`src/rtl/fetch_unit_if.sv`:
```
// Bus bundle between the fetch stage and its neighbours: the instruction
// memory, the branch predictor, the ROB redirect and the decoder.
interface fetch_unit_if;
    logic        icache_req_valid;
    logic [29:0] icache_req_addr;
    logic        icache_req_ready;
    logic        icache_resp_valid;
    logic        icache_resp_error;
    logic [31:0] icache_resp_insn;
    logic [29:0] fetch_bp_addr;
    logic        bp_taken;
    logic [30:0] bp_target;
    logic [15:0] bp_tag;
    logic        rob_flush;
    logic [30:0] rob_flush_target;
    logic        decode_stall;
    logic        fetch_de_valid;
    logic        fetch_de_error;
    logic [30:0] fetch_de_addr;
    logic [31:0] fetch_de_insn;
    logic [15:0] fetch_de_bptag;
    logic        fetch_de_bptaken;

    modport master (
        output icache_req_valid, icache_req_addr, fetch_bp_addr,
        output fetch_de_valid, fetch_de_error, fetch_de_addr,
        output fetch_de_insn, fetch_de_bptag, fetch_de_bptaken,
        input  icache_req_ready, icache_resp_valid, icache_resp_error, icache_resp_insn,
        input  bp_taken, bp_target, bp_tag, rob_flush, rob_flush_target, decode_stall
    );

    modport slave (
        input  icache_req_valid, icache_req_addr, fetch_bp_addr,
        input  fetch_de_valid, fetch_de_error, fetch_de_addr,
        input  fetch_de_insn, fetch_de_bptag, fetch_de_bptaken,
        output icache_req_ready, icache_resp_valid, icache_resp_error, icache_resp_insn,
        output bp_taken, bp_target, bp_tag, rob_flush, rob_flush_target, decode_stall
    );
endinterface

```
`src/rtl/fetch_unit.sv`:
```
// Instruction fetch stage: walks the PC along predicted paths, issues word
// requests, pairs in-order responses with their predictor metadata and
// buffers finished entries for decode. A fault or misaligned PC halts
// fetch until the ROB redirects.
//
// state | meaning
// RUN   | fetching along the predicted path
// HALT  | fault seen; only draining buffered entries, waiting for rob_flush
module fetch_unit #(
    parameter logic [31:0] RESET_PC = 32'h0000_0000,
    parameter int          DEPTH    = 4
) (
    input  logic         clk,
    input  logic         rst,
    fetch_unit_if.master bus
);
    localparam int AW = $clog2(DEPTH);
    localparam int CW = AW + 1;
    // Responses from several back-to-back flushes can pile up beyond DEPTH,
    // so the drop counter is sized for memory latency rather than DEPTH.
    localparam int DW = 16;

    typedef enum logic {RUN, HALT} state_t;

    typedef struct packed {
        logic [30:0] addr;
        logic [15:0] bptag;
        logic        bptaken;
    } meta_t;

    typedef struct packed {
        logic        error;
        logic [30:0] addr;
        logic [31:0] insn;
        logic [15:0] bptag;
        logic        bptaken;
    } entry_t;

    state_t        state_q, state_d;
    logic [31:1]   pc_q, pc_d;
    logic [CW-1:0] inflight_q, inflight_d;
    logic [DW-1:0] drop_q, drop_d;
    meta_t         meta_mem_q [DEPTH];
    meta_t         meta_mem_d [DEPTH];
    logic [AW-1:0] meta_wr_q, meta_wr_d, meta_rd_q, meta_rd_d;
    entry_t        out_mem_q [DEPTH];
    entry_t        out_mem_d [DEPTH];
    logic [AW-1:0] out_wr_q, out_wr_d, out_rd_q, out_rd_d;
    logic [CW-1:0] out_cnt_q, out_cnt_d;

    logic   credit, req_valid, req_fire, misalign;
    logic   resp_take, resp_drop, out_valid, out_pop, out_push;
    entry_t out_entry, head;
    meta_t  meta_head;

    // Credit counts are taken before this cycle's pop so a returning response always finds room.
    assign credit    = ({1'b0, inflight_q} + {1'b0, out_cnt_q}) < (CW+1)'(DEPTH);
    assign req_valid = (state_q == RUN) & ~pc_q[1] & credit & ~bus.rob_flush & ~rst;
    assign req_fire  = req_valid & bus.icache_req_ready;
    assign resp_take = bus.icache_resp_valid & ~bus.rob_flush & (drop_q == '0);
    assign resp_drop = bus.icache_resp_valid & ~bus.rob_flush & (drop_q != '0);
    assign misalign  = (state_q == RUN) & pc_q[1] & (inflight_q == '0) & credit
                       & ~bus.rob_flush & ~resp_take;
    assign out_valid = out_cnt_q != '0;
    assign out_pop   = out_valid & ~bus.decode_stall;
    assign meta_head = meta_mem_q[meta_rd_q];
    assign head      = out_mem_q[out_rd_q];

    assign bus.icache_req_valid = req_valid;
    assign bus.icache_req_addr  = pc_q[31:2];
    assign bus.fetch_bp_addr    = pc_q[31:2];
    assign bus.fetch_de_valid   = out_valid;
    assign bus.fetch_de_error   = out_valid & head.error;
    assign bus.fetch_de_addr    = out_valid ? head.addr : '0;
    assign bus.fetch_de_insn    = out_valid ? head.insn : '0;
    assign bus.fetch_de_bptag   = out_valid ? head.bptag : '0;
    assign bus.fetch_de_bptaken = out_valid & head.bptaken;

    // Next-state: redirect, request issue, response pairing and queue bookkeeping.
    always_comb begin
        state_d    = state_q;
        pc_d       = pc_q;
        inflight_d = inflight_q;
        drop_d     = drop_q;
        meta_mem_d = meta_mem_q;
        meta_wr_d  = meta_wr_q;
        meta_rd_d  = meta_rd_q;
        out_mem_d  = out_mem_q;
        out_wr_d   = out_wr_q;
        out_rd_d   = out_rd_q;
        out_cnt_d  = out_cnt_q;
        out_push   = 1'b0;
        out_entry  = '0;

        if (bus.rob_flush) begin
            pc_d       = bus.rob_flush_target;
            state_d    = RUN;
            drop_d     = drop_q + DW'(inflight_q) - DW'(bus.icache_resp_valid);
            inflight_d = '0;
            meta_wr_d  = '0;
            meta_rd_d  = '0;
            out_wr_d   = '0;
            out_rd_d   = '0;
            out_cnt_d  = '0;
        end else begin
            inflight_d = inflight_q + CW'(req_fire) - CW'(resp_take);

            if (req_fire) begin
                meta_mem_d[meta_wr_q] = '{addr: pc_q, bptag: bus.bp_tag, bptaken: bus.bp_taken};
                meta_wr_d = meta_wr_q + AW'(1);
                pc_d = bus.bp_taken ? bus.bp_target : {pc_q[31:2] + 30'd1, 1'b0};
            end

            if (misalign) begin
                out_push  = 1'b1;
                out_entry = '{error: 1'b1, addr: pc_q, insn: '0, bptag: '0, bptaken: 1'b0};
                state_d   = HALT;
            end

            if (resp_drop) begin
                drop_d = drop_q - DW'(1);
            end else if (resp_take) begin
                out_push  = 1'b1;
                out_entry = '{error: bus.icache_resp_error, addr: meta_head.addr,
                              insn: bus.icache_resp_error ? 32'h0 : bus.icache_resp_insn,
                              bptag: meta_head.bptag, bptaken: meta_head.bptaken};
                meta_rd_d = meta_rd_q + AW'(1);
                if (bus.icache_resp_error) begin
                    // Everything younger than the fault, including a request
                    // accepted this very cycle, is still owed by memory.
                    state_d    = HALT;
                    drop_d     = DW'(inflight_q) - DW'(1) + DW'(req_fire);
                    inflight_d = '0;
                    meta_wr_d  = '0;
                    meta_rd_d  = '0;
                end
            end

            if (out_pop) begin
                out_rd_d = out_rd_q + AW'(1);
            end
            if (out_push) begin
                out_mem_d[out_wr_q] = out_entry;
                out_wr_d = out_wr_q + AW'(1);
            end
            out_cnt_d = out_cnt_q + CW'(out_push) - CW'(out_pop);
        end
    end

    // State registers with asynchronous reset.
    always_ff @(posedge clk or posedge rst) begin
        if (rst) begin
            state_q    <= RUN;
            pc_q       <= RESET_PC[31:1];
            inflight_q <= '0;
            drop_q     <= '0;
            meta_wr_q  <= '0;
            meta_rd_q  <= '0;
            out_wr_q   <= '0;
            out_rd_q   <= '0;
            out_cnt_q  <= '0;
            for (int i = 0; i < DEPTH; i++) begin
                meta_mem_q[i] <= '0;
                out_mem_q[i]  <= '0;
            end
        end else begin
            state_q    <= state_d;
            pc_q       <= pc_d;
            inflight_q <= inflight_d;
            drop_q     <= drop_d;
            meta_wr_q  <= meta_wr_d;
            meta_rd_q  <= meta_rd_d;
            out_wr_q   <= out_wr_d;
            out_rd_q   <= out_rd_d;
            out_cnt_q  <= out_cnt_d;
            meta_mem_q <= meta_mem_d;
            out_mem_q  <= out_mem_d;
        end
    end
endmodule

```
`src/flat_wrapper.sv`:
```
// flat-port wrapper written by rule: the top's interface ports become plain ports
module fetch_unit_flat 
#(
    parameter logic [31:0] RESET_PC = 32'h0000_0000,
    parameter int          DEPTH    = 4
)
  (clk, rst, bus_icache_req_valid, bus_icache_req_addr, bus_fetch_bp_addr, bus_fetch_de_valid, bus_fetch_de_error, bus_fetch_de_addr, bus_fetch_de_insn, bus_fetch_de_bptag, bus_fetch_de_bptaken, bus_icache_req_ready, bus_icache_resp_valid, bus_icache_resp_error, bus_icache_resp_insn, bus_bp_taken, bus_bp_target, bus_bp_tag, bus_rob_flush, bus_rob_flush_target, bus_decode_stall);
  fetch_unit_if bus_i ();
  input  logic clk;
  input  logic rst;
  output wire logic [$bits(bus_i.icache_req_valid)-1:0] bus_icache_req_valid;
  output wire logic [$bits(bus_i.icache_req_addr)-1:0] bus_icache_req_addr;
  output wire logic [$bits(bus_i.fetch_bp_addr)-1:0] bus_fetch_bp_addr;
  output wire logic [$bits(bus_i.fetch_de_valid)-1:0] bus_fetch_de_valid;
  output wire logic [$bits(bus_i.fetch_de_error)-1:0] bus_fetch_de_error;
  output wire logic [$bits(bus_i.fetch_de_addr)-1:0] bus_fetch_de_addr;
  output wire logic [$bits(bus_i.fetch_de_insn)-1:0] bus_fetch_de_insn;
  output wire logic [$bits(bus_i.fetch_de_bptag)-1:0] bus_fetch_de_bptag;
  output wire logic [$bits(bus_i.fetch_de_bptaken)-1:0] bus_fetch_de_bptaken;
  input wire logic [$bits(bus_i.icache_req_ready)-1:0] bus_icache_req_ready;
  input wire logic [$bits(bus_i.icache_resp_valid)-1:0] bus_icache_resp_valid;
  input wire logic [$bits(bus_i.icache_resp_error)-1:0] bus_icache_resp_error;
  input wire logic [$bits(bus_i.icache_resp_insn)-1:0] bus_icache_resp_insn;
  input wire logic [$bits(bus_i.bp_taken)-1:0] bus_bp_taken;
  input wire logic [$bits(bus_i.bp_target)-1:0] bus_bp_target;
  input wire logic [$bits(bus_i.bp_tag)-1:0] bus_bp_tag;
  input wire logic [$bits(bus_i.rob_flush)-1:0] bus_rob_flush;
  input wire logic [$bits(bus_i.rob_flush_target)-1:0] bus_rob_flush_target;
  input wire logic [$bits(bus_i.decode_stall)-1:0] bus_decode_stall;
  assign bus_icache_req_valid = bus_i.icache_req_valid;
  assign bus_icache_req_addr = bus_i.icache_req_addr;
  assign bus_fetch_bp_addr = bus_i.fetch_bp_addr;
  assign bus_fetch_de_valid = bus_i.fetch_de_valid;
  assign bus_fetch_de_error = bus_i.fetch_de_error;
  assign bus_fetch_de_addr = bus_i.fetch_de_addr;
  assign bus_fetch_de_insn = bus_i.fetch_de_insn;
  assign bus_fetch_de_bptag = bus_i.fetch_de_bptag;
  assign bus_fetch_de_bptaken = bus_i.fetch_de_bptaken;
  assign bus_i.icache_req_ready = bus_icache_req_ready;
  assign bus_i.icache_resp_valid = bus_icache_resp_valid;
  assign bus_i.icache_resp_error = bus_icache_resp_error;
  assign bus_i.icache_resp_insn = bus_icache_resp_insn;
  assign bus_i.bp_taken = bus_bp_taken;
  assign bus_i.bp_target = bus_bp_target;
  assign bus_i.bp_tag = bus_bp_tag;
  assign bus_i.rob_flush = bus_rob_flush;
  assign bus_i.rob_flush_target = bus_rob_flush_target;
  assign bus_i.decode_stall = bus_decode_stall;
  fetch_unit #(.RESET_PC(RESET_PC), .DEPTH(DEPTH)) u_core (.clk(clk), .rst(rst), .bus(bus_i));
endmodule
```
`config.mk`:
```
export PLATFORM = sky130hd
export DESIGN_NAME = fetch_unit_flat
export DESIGN_NICKNAME = d
export VERILOG_FILES = /design/src/rtl/fetch_unit_if.sv /design/src/rtl/fetch_unit.sv /design/src/flat_wrapper.sv
export SDC_FILE = /design/constraint.sdc
export NUM_CORES = 1
export LEC_CHECK = 0
export ABC_AREA = 1
export ABC_CLOCK_PERIOD_IN_PS = 30900
export BUFFER_PORTS_ARGS = -buffer_cell sky130_fd_sc_hd__clkbuf_2
export CORE_MARGIN = 2
export CORE_UTILIZATION = 47
export CTS_CLUSTER_SIZE = 10
export DETAILED_ROUTE_END_ITERATION = 16
export HOLD_SLACK_MARGIN = 0.03
export PLACE_DENSITY = 0.73
export SYNTH_ARGS = -nofsm -noshare
export SYNTH_HDL_FRONTEND = slang
export SYNTH_SLANG_ARGS = --single-unit
```
`constraint.sdc`:
```
create_clock -name clk -period 30.9 [get_ports clk]
set_clock_uncertainty 0.2 [all_clocks]
set_input_delay 7.725 -clock clk [delete_from_list [all_inputs] [get_ports clk]]
set_output_delay 7.725 -clock clk [all_outputs]
set_load 0.02 [all_outputs]
```
# ---- Yosys cells after proc, flatten, opt, wreduce, memory -nomap -nowiden
# Index checks and enable logic that the tools add are counted.
dict set report op_classes {
  addsub 15
  magnitude_cmp 7
  n_eq_ne 1
  mux 54
  n_bitwise 26
  n_reduce_logical 16
}
# cell n
set ops {}
lappend ops {{2-to-1 mux 81 bit} 7}
lappend ops {{bitwise mux 324 bit} 1}
lappend ops {{bitwise mux 192 bit} 1}
lappend ops {{binary-select mux 81 bit (select 2 bit)} 1}
lappend ops {{demux 81 bit (select 2 bit)} 1}
lappend ops {{2-to-1 mux 48 bit} 3}
lappend ops {{2-to-1 mux 31 bit} 4}
lappend ops {{binary-select mux 48 bit (select 2 bit)} 1}
lappend ops {{demux 48 bit (select 2 bit)} 1}
lappend ops {{2-to-1 mux 16 bit} 5}
lappend ops {{2-to-1 mux 32 bit} 2}
lappend ops {{adder 30 x 1 -> 30 bit (second input constant)} 1}
lappend ops {{2-to-1 mux 2 bit} 13}
lappend ops {{adder 16 x 1 -> 16 bit} 1}
lappend ops {{adder 16 x 3 -> 16 bit} 1}
lappend ops {{bitwise AND 1 bit} 16}
lappend ops {{logical NOT 16 bit} 1}
lappend ops {{nonzero test 16 bit} 1}
lappend ops {{subtractor 16 x 1 -> 16 bit} 1}
lappend ops {{subtractor 16 x 1 -> 16 bit (second input constant)} 1}
lappend ops {{2-to-1 mux 3 bit} 5}
lappend ops {{greater-or-equal comparator 3 bit (second input constant)} 4}
lappend ops {{NOT 2 -> 3 bit} 4}
lappend ops {{2-to-1 mux 1 bit} 9}
lappend ops {{14 further kinds} 34}
dict set report word_totals {
  ff_bits 578
  in_bits 118
  output_inout_bits 143
  word_cells 160
}

# ---- Logic depth before layout (Yosys ltp)
# Gate-level depths: netlist of the first run.
dict set report depth {
  depth_word 13
  ltp_mapped 20
  depth_no_buf 19
}

# ---- Least setup slack after synthesis of the first run
# OpenSTA, ideal clock, no wires.
dict set report synth_timing {
  path_type {input port to output port}
  from {in rst}
  to {out bus_icache_req_valid}
  t_arrival_ps 20765
  required_ps 22975
  path_slack_ps 2210
  cell_stages 3
  n_path_buf 0
  path_cell_list {inv_1 -> nand3_1 -> nor2_1}
}
dict set report synth_between {
  elab_chain_len 2
}
# element line
set synth_lines {}
lappend synth_lines {{from (decl)} flat_wrapper.sv:10} ;# input logic rst;
lappend synth_lines {{NOT 1 bit} fetch_unit.sv:58} ;# assign req_valid = (state_q == RUN) & ~pc_q[1] & credit & ~bus.rob_flush & ~rst;
lappend synth_lines {{bitwise AND 1 bit} fetch_unit.sv:58}
lappend synth_lines {{to (decl)} flat_wrapper.sv:11} ;# output wire logic [$bits(bus_i.icache_req_valid)-1:0] bus_icache_req_valid;
# No other way between the ends.

# ---- Worst setup path after layout of the first run
# Ends and elaborated chain as after synthesis.

==> flow_summary.yaml, run 1 <==
outcome:
  status: "complete, no violations"
flow_run:
  maxCapViolations: 0
setup_path:
  timing.critical_path.mode_cell: "clkbuf_2"
  timing.critical_path.slowest_stage_cell: "inv_8"
  maximum_net_fanout_on_the_critical_path: 91
  critical_path.startpoint_type: "input port"
  critPathKind: "input port to output pin"
  path_delay_family: "buffers and inverters"
  cp_data_required_time_ns: 22.98
  critical_path_buf_inv_count: 3
  end_kind: "output pin"
  worstPathArrival_ns: 8.95
  slowest_delay_ns: 0.48
  timing.critical_path.cells: "clkbuf_2 -> inv_8 -> nand3_1 -> nor2_1 -> clkbuf_2"
yosys:
  asr_flop_ratio_synth: 1.00
  syn-mean-instance-area_sq_um: 7.59
  yosys_register_bits: 578
  synth_flop_cell: "dfrtp_1"
  synth.mux.area_fraction: 0.00813
  synth-compound-area-share: 0.156
  netlist_area_sq_um: 30500
  ys_types: 41
  ys.warnings.count: 0
  synth.yosys.seq_area_share: 0.475
  yosys.area_share.xor_xnor: 0.00517
  yosys.area.top_type_share: 0.475
  yosys-top-cells-area: "dfrtp_1 47%, nand2_1 17%, o21ai_0 6.5%"
  synth_adder_area_share: 0.0266
  mappedNetlistNets: 4194
  yosysMostFrequentCell: "nand2_1"
  synth_cells: 4013
  netlist.top_cell.by_area: "dfrtp_1"
  synth_edf_count: 0
  ys_top_cells_by_count: "1,368 x nand2_1, 578 x dfrtp_1, 398 x o21ai_0, 369 x nor2_1, 257 x inv_1"
  yosys.area_share.simple: 0.246
  dominant_combinational_cell_family_by_area_after_synthesis: "simple AND/OR/NAND/NOR gates"
pwr:
  internal_power_mw: 1.56
  power.share.clock: 0.285
  power_per_cell_area_nw_per_um2: 75.2
  sw_frac_of_total: 0.379
  p_seq_frac: 0.387
  total_switching_power_uw: 956
  part_of_the_total_power_dissipated_in_combinational_logic: 0.327
  cellLeakagePower_nw: 16.8
  design_power_total_mw: 2.52
  worst_vdd_ir_mv: 0.0509
floorplan:
  die_height_um: 259
  die_width_um: 259
  fp.dieArea_sq_um: 66900
  design.portCount: 261
  initial_utilization: 0.474
  coreArea_sq_um: 64200
  std_cell_rows: 93
cells_and_area:
  antenna_diode_count: 0
  drive_gt1_frac: 0.112
  n_fill_cell: 6105
  final_area_sq_um: 33500
  flow.area_growth_from_synthesis_pct: 10.1
  final_nets: 4259
drt:
  routed-via-count: 26700
  routed_wl_mm: 85.0
  detailed_router_iteration_count_before_antenna_repair: 6
  detail_route.iter0.violations: 2648
  post_drt_wl_per_cell_um: 17.2
  drt_drc_violations_left: 0
  postRouteAntennaNets: 0
  route.detailed.vias_per_inst: 5.40
clock_network:
  max-clock-path-buffers: 3
  clkLatencyLatePin_ns: 0.61
  htree_num_levels: 3
  holdBufCountCts: 0
  cts.sink_count: 578
  cts.repair_timing.setup_buffer_count: 0
  clock_input_transition_at_the_sequential_cells_of_the_worst_setup_and_hold_paths_ns: 0.05
  cts-root-buf: "clkbuf_16"
  number_of_buffers_created_by_cts: 69
  postCtsResizedCells: 0
  tritoncts: "built"
global_route:
  grt_pass1_wl_mm: 135
  grt_start_max_net_pins: 93
  grt_antenna_before_repair: 4
  via_count_of_the_first_global_routing_pass: 25500
  grt.overflow.total: 0
  globalRouteTotalUtil: 0.252
sta:
  finalWorstPathRequiredPeriod_ns: 16.87
  rsz_0062_raised_after_global_routing: "no"
  maxSlewViolCount: 0
  min_period_over_period: 0.546
  fmax_mhz: 59.3
  worst_slew_pin_slew_ns: 1.16
  finalSetupViolations: 0
  timing.setup.tns_ns: 0
  timing.final.hold_violations: 0
  setup_ws_ns: 14.03
  relSlewSlack: 0.227
placement:
  placedInstanceArea_sq_um: 31600
  gp_congestion: 0.901
  post-place-ws_ns: 13.98
  port_buffer_cells: 260
  post-dp-hpwl_mm: 51.1
min_path:
  hold_class: "flip-flop to flip-flop"
-- layer usage --
| metal | GRT usage | vias up | part of all wire |
|---|---|---|---|
| met3 | 0.0420 | 131 | 0.070 |
| met4 | 0.0727 | 8 | 0.020 |
| met5 | 0 | - | 0.00056 |
| met1 | 0.354 | 12800 | 0.45 |
| met2 | 0.402 | 901 | 0.46 |
| li1 | - | 12900 | - |
-- metrics by stage --
stage	utilization	std cells	hold slack, ns
2_1_floorplan	-	4013	0.237
3_3_place_gp	0.493	4862	0.248
3_5_place_dp	0.493	4862	0.253
4_1_cts	0.522	4952	0.266
5_1_grt	0.522	4952	0.281
6_report	0.522	4952	0.263
-- kinds of logic (layout without fill, tap and decap cells) --
kind of cell	after synthesis	in the layout
buf+inv	569	653
flops	578	578
mux	22	22
fa+ha+maj	63	63
simple gates	1883	1883
compound gates	880	880
xor+xnor	18	18
-- power by group through the flow --
stage | logic, mW | registers (mW) | clock network (mW)
4_1_cts | 0.820 | 0.975 | 0.734
6_report | 0.825 | 0.976 | 0.718
5_1_grt | 0.922 | 0.992 | 0.764
3_3_place_gp | 0.800 | 0.982 | 0
3_5_place_dp | 0.813 | 0.987 | 0
2_1_floorplan | 0.614 | 0.957 | 0
-- cell usage in the layout (no fill, tap or decap), types with 37 or more instances in the layout --
master / synthesis / final
o22ai_1: 37 / 37
a21oi_1: 254 / 254
o21a_1: 87 / 87
o21ai_0: 398 / 398
clkbuf_16: 0 / 71
inv_1: 257 / 253
clkbuf_2: 0 / 260
ha_1: 60 / 60
nor2_1: 369 / 367
dfrtp_1: 578 / 574
nand2_1: 1368 / 1367
o21ai_1: 68 / 68
nand3_1: 75 / 75
-- state kept, by name (all words and copies together), names as in the netlist --
signal / count
u_core.out_cnt_q: 3
u_core.pc_q: 31
u_core.state_q: 1
u_core.meta_wr_q: 2
u_core.drop_q: 16
u_core.out_mem_q: 324
u_core.inflight_q: 3
u_core.meta_mem_q: 192
u_core.out_rd_q: 2
u_core.out_wr_q: 2
u_core.meta_rd_q: 2
-- cell type report --
class / count / area (sq um) / area share
Timing Repair Buffer: 296 / 1570 / 0.0469
Inverter: 267 / 1010 / 0.0302
Multi-Input combinational cell: 2866 / 13500 / 0.403
Sequential cell: 578 / 14500 / 0.432
Clock buffer: 81 / 1820 / 0.0544
Clock inverter: 9 / 63.8 / 0.00190
Tap cell: 855 / 1070 / 0.0319
-- final timing paths --
path	from	cells after the start	end	slack (ns)
min in group asynchronous	rst	2	u_core.out_mem_q[231]$_DFFE_PP0P_	7.12
max in group asynchronous	rst	5	u_core.out_mem_q[195]$_DFFE_PP0P_	20.36
worst min-delay path	u_core.out_mem_q[275]$_DFFE_PP0P_	2	u_core.out_mem_q[275]$_DFFE_PP0P_	0.26
worst max-delay path	rst	5	bus_icache_req_valid	14.03
worst max register to register	u_core.drop_q[11]$_DFFE_PP0P_	14	u_core.out_mem_q[230]$_DFFE_PP0P_	25.90
worst min register to register	u_core.out_mem_q[275]$_DFFE_PP0P_	2	u_core.out_mem_q[275]$_DFFE_PP0P_	0.26
-- worst min-delay path, stage by stage (launching register included) --
cell and delay, ns:
dfrtp_1 0.33, nand2_1 0.05, nand2_1 0.05
Note: power is estimated with default switching activity, not from simulation.
==> run 2: changes to the inputs <==
- ABC_CLOCK_PERIOD_IN_PS: 30900 -> 15100
- PLACE_DENSITY: 0.73 -> 0.76
- clock period: 30.9 -> 15.1 ns (I/O delays scaled with it)
==> run 2 against run 1 <==
  * Non-clock buffer count increased by 1
  * Global-route usage decreased by 0.068 points
  * Utilization increased by 0.11 points
  * Combinational power increased by 100%
  * Worst hold slack got worse by 0.00069 ns
  * Total power increased by 110%
  * Sequential power increased by 100%
  * Die area unchanged
  * Critical endpoint unchanged
==> flow_summary.yaml, run 2 (synthesized netlist as in run 1, its figures left out) <==
cells_and_area:
  most-common-layout-cells: "1,367 x nand2_1, 574 x dfrtp_1, 398 x o21ai_0"
  flow.area_growth_from_synthesis_pct: 10.3
  drive_gt1_frac: 0.112
  largest_register_ff_count: 324
  final_nets: 4260
  registers.top_by_ff_count: "u_core.out_mem_q"
  fin_cells: 4953
  largest_registers: "u_core.out_mem_q (324), u_core.meta_mem_q (192), u_core.pc_q (31)"
  mostFrequentLayoutCell: "nand2_1"
  n_fill_cell: 6111
setup_path:
  end_kind: "output pin"
  r2r_setup_slack_ns: 9.74
  ff2ff_path_depth: 14
  cp_data_required_time_ns: 11.12
  timing.critical_path.cells: "clkbuf_2 -> buf_4 -> nor2_1 -> nand3_1 -> nor2_1 -> clkbuf_2"
  worst_r2r_endpoint: "u_core.out_mem_q[279]$_DFFE_PP0P_"
  timing.critical_path.slowest_stage_cell: "nor2_1"
  critical_path.startpoint_type: "input port"
  maximum_net_fanout_on_the_critical_path: 47
  worstPathArrival_ns: 4.94
  reg2reg_from: "u_core.drop_q[10]$_DFFE_PP0P_"
  slowest_delay_ns: 0.30
  critPathKind: "input port to output pin"
sta:
  min_period_over_period: 0.590
  finalSetupViolations: 0
  maxSlewViolCount: 0
  finalWorstPathRequiredPeriod_ns: 8.91
  relSlewSlack: 0.226
  setup_ws_ns: 6.19
  rsz_0062_raised_after_global_routing: "no"
  fmax_mhz: 112
  worst_slew_pin_slew_ns: 1.16
  timing.final.hold_violations: 0
flow_run:
  maxCapViolations: 0
pwr:
  worst_vdd_ir_mv: 0.121
  cellLeakagePower_nw: 16.8
  power_per_cell_area_nw_per_um2: 154
clock_network:
  number_of_buffers_created_by_cts: 69
  cts.repair_timing.setup_buffer_count: 0
  clock_input_transition_at_the_sequential_cells_of_the_worst_setup_and_hold_paths_ns: 0.05
  htree_num_levels: 3
  max-clock-path-buffers: 3
  cts-root-buf: "clkbuf_16"
  tritoncts: "built"
  cts.sink_count: 578
  postCtsResizedCells: 0
  holdBufCountCts: 0
  clkLatencyLatePin_ns: 0.61
outcome:
  status: "complete, no violations"
drt:
  route.detailed.vias_per_inst: 5.42
  detailed_router_iteration_count_before_antenna_repair: 6
  detail_route.iter0.violations: 2386
  routed_wl_mm: 84.3
  post_drt_wl_per_cell_um: 17.0
  drt_drc_violations_left: 0
  routed-via-count: 26800
  postRouteAntennaNets: 0
global_route:
  grt_antenna_before_repair: 2
  grt.overflow.total: 0
  grt_pass1_wl_mm: 136
  via_count_of_the_first_global_routing_pass: 25600
  grt_start_max_net_pins: 168
  globalRouteTotalUtil: 0.251
floorplan:
  design.portCount: 261
  coreArea_sq_um: 64200
  die_height_um: 259
  fp.dieArea_sq_um: 66900
  initial_utilization: 0.474
  die_width_um: 259
  std_cell_rows: 93
min_path:
  hold_class: "flip-flop to flip-flop"
  worst_hold_startpoint: "u_core.meta_mem_q[158]$_DFFE_PP0P_"
  hold-path-endpoint: "u_core.meta_mem_q[158]$_DFFE_PP0P_"
  min_delay_path_depth: 2
placement:
  post-dp-hpwl_mm: 50.9
  post-place-ws_ns: 6.23
  dp_cells: 4863
  gp_congestion: 0.889
  port_buffer_cells: 260
[run 2: layout make-up]
class,count,area (sq um),share of cell area
Tap cell,855,1070,0.0318
Multi-Input combinational cell,2866,13500,0.402
Timing Repair Buffer,297,1590,0.0474
Clock buffer,81,1860,0.0552
Inverter,267,1010,0.0300
Clock inverter,8,87.6,0.00261
Sequential cell,578,14500,0.431
Antenna cell,1,2.50,0.0000745
[run 2: routing by layer]
layer | wire, um | vias up | track usage
li1 | - | 12900 | -
met5 | 16 | - | 0
met1 | 37600 | 12800 | 0.353
met2 | 38800 | 989 | 0.402
met3 | 6070 | 141 | 0.0391
met4 | 1820 | 4 | 0.0750
[run 2: worst max path at each step]
stage                              from                    to  slack [ns]
after global placement              rst  bus_icache_req_valid        6.24
final                     bus_rob_flush  bus_icache_req_valid        6.19
after CTS                 bus_rob_flush  bus_icache_req_valid        6.23
after floorplan                     rst  bus_icache_req_valid       -1.38
after detailed placement  bus_rob_flush  bus_icache_req_valid        6.23
after global routing      bus_rob_flush  bus_icache_req_valid        6.12
[run 2: through the flow]
stage | TNS (ns) | total power, mW | util | hold slack [ns] | cell area [sq um]
final | 0 | 5.18 | 0.523 | 0.262 | 33600
after detailed placement | 0 | 3.68 | 0.493 | 0.253 | 31700
after CTS | 0 | 5.20 | 0.523 | 0.267 | 33600
after floorplan | -1.38 | 3.22 | - | 0.237 | 30500
after global routing | 0 | 5.51 | 0.523 | 0.278 | 33600
after global placement | 0 | 3.64 | 0.493 | 0.248 | 31700
[run 2: power by group]
part           leakage [nW]  internal [mW]  switching, mW
logic                  8.21          0.529           1.15
registers              7.62           1.83          0.169
clock network         0.956          0.876          0.623
total                  16.8           3.23           1.95
[run 2: worst max-delay path: cells and delay by family]
kind | cells | cell delay (ns)
buf+inv | 3 | 0.60
simple gates | 3 | 0.54
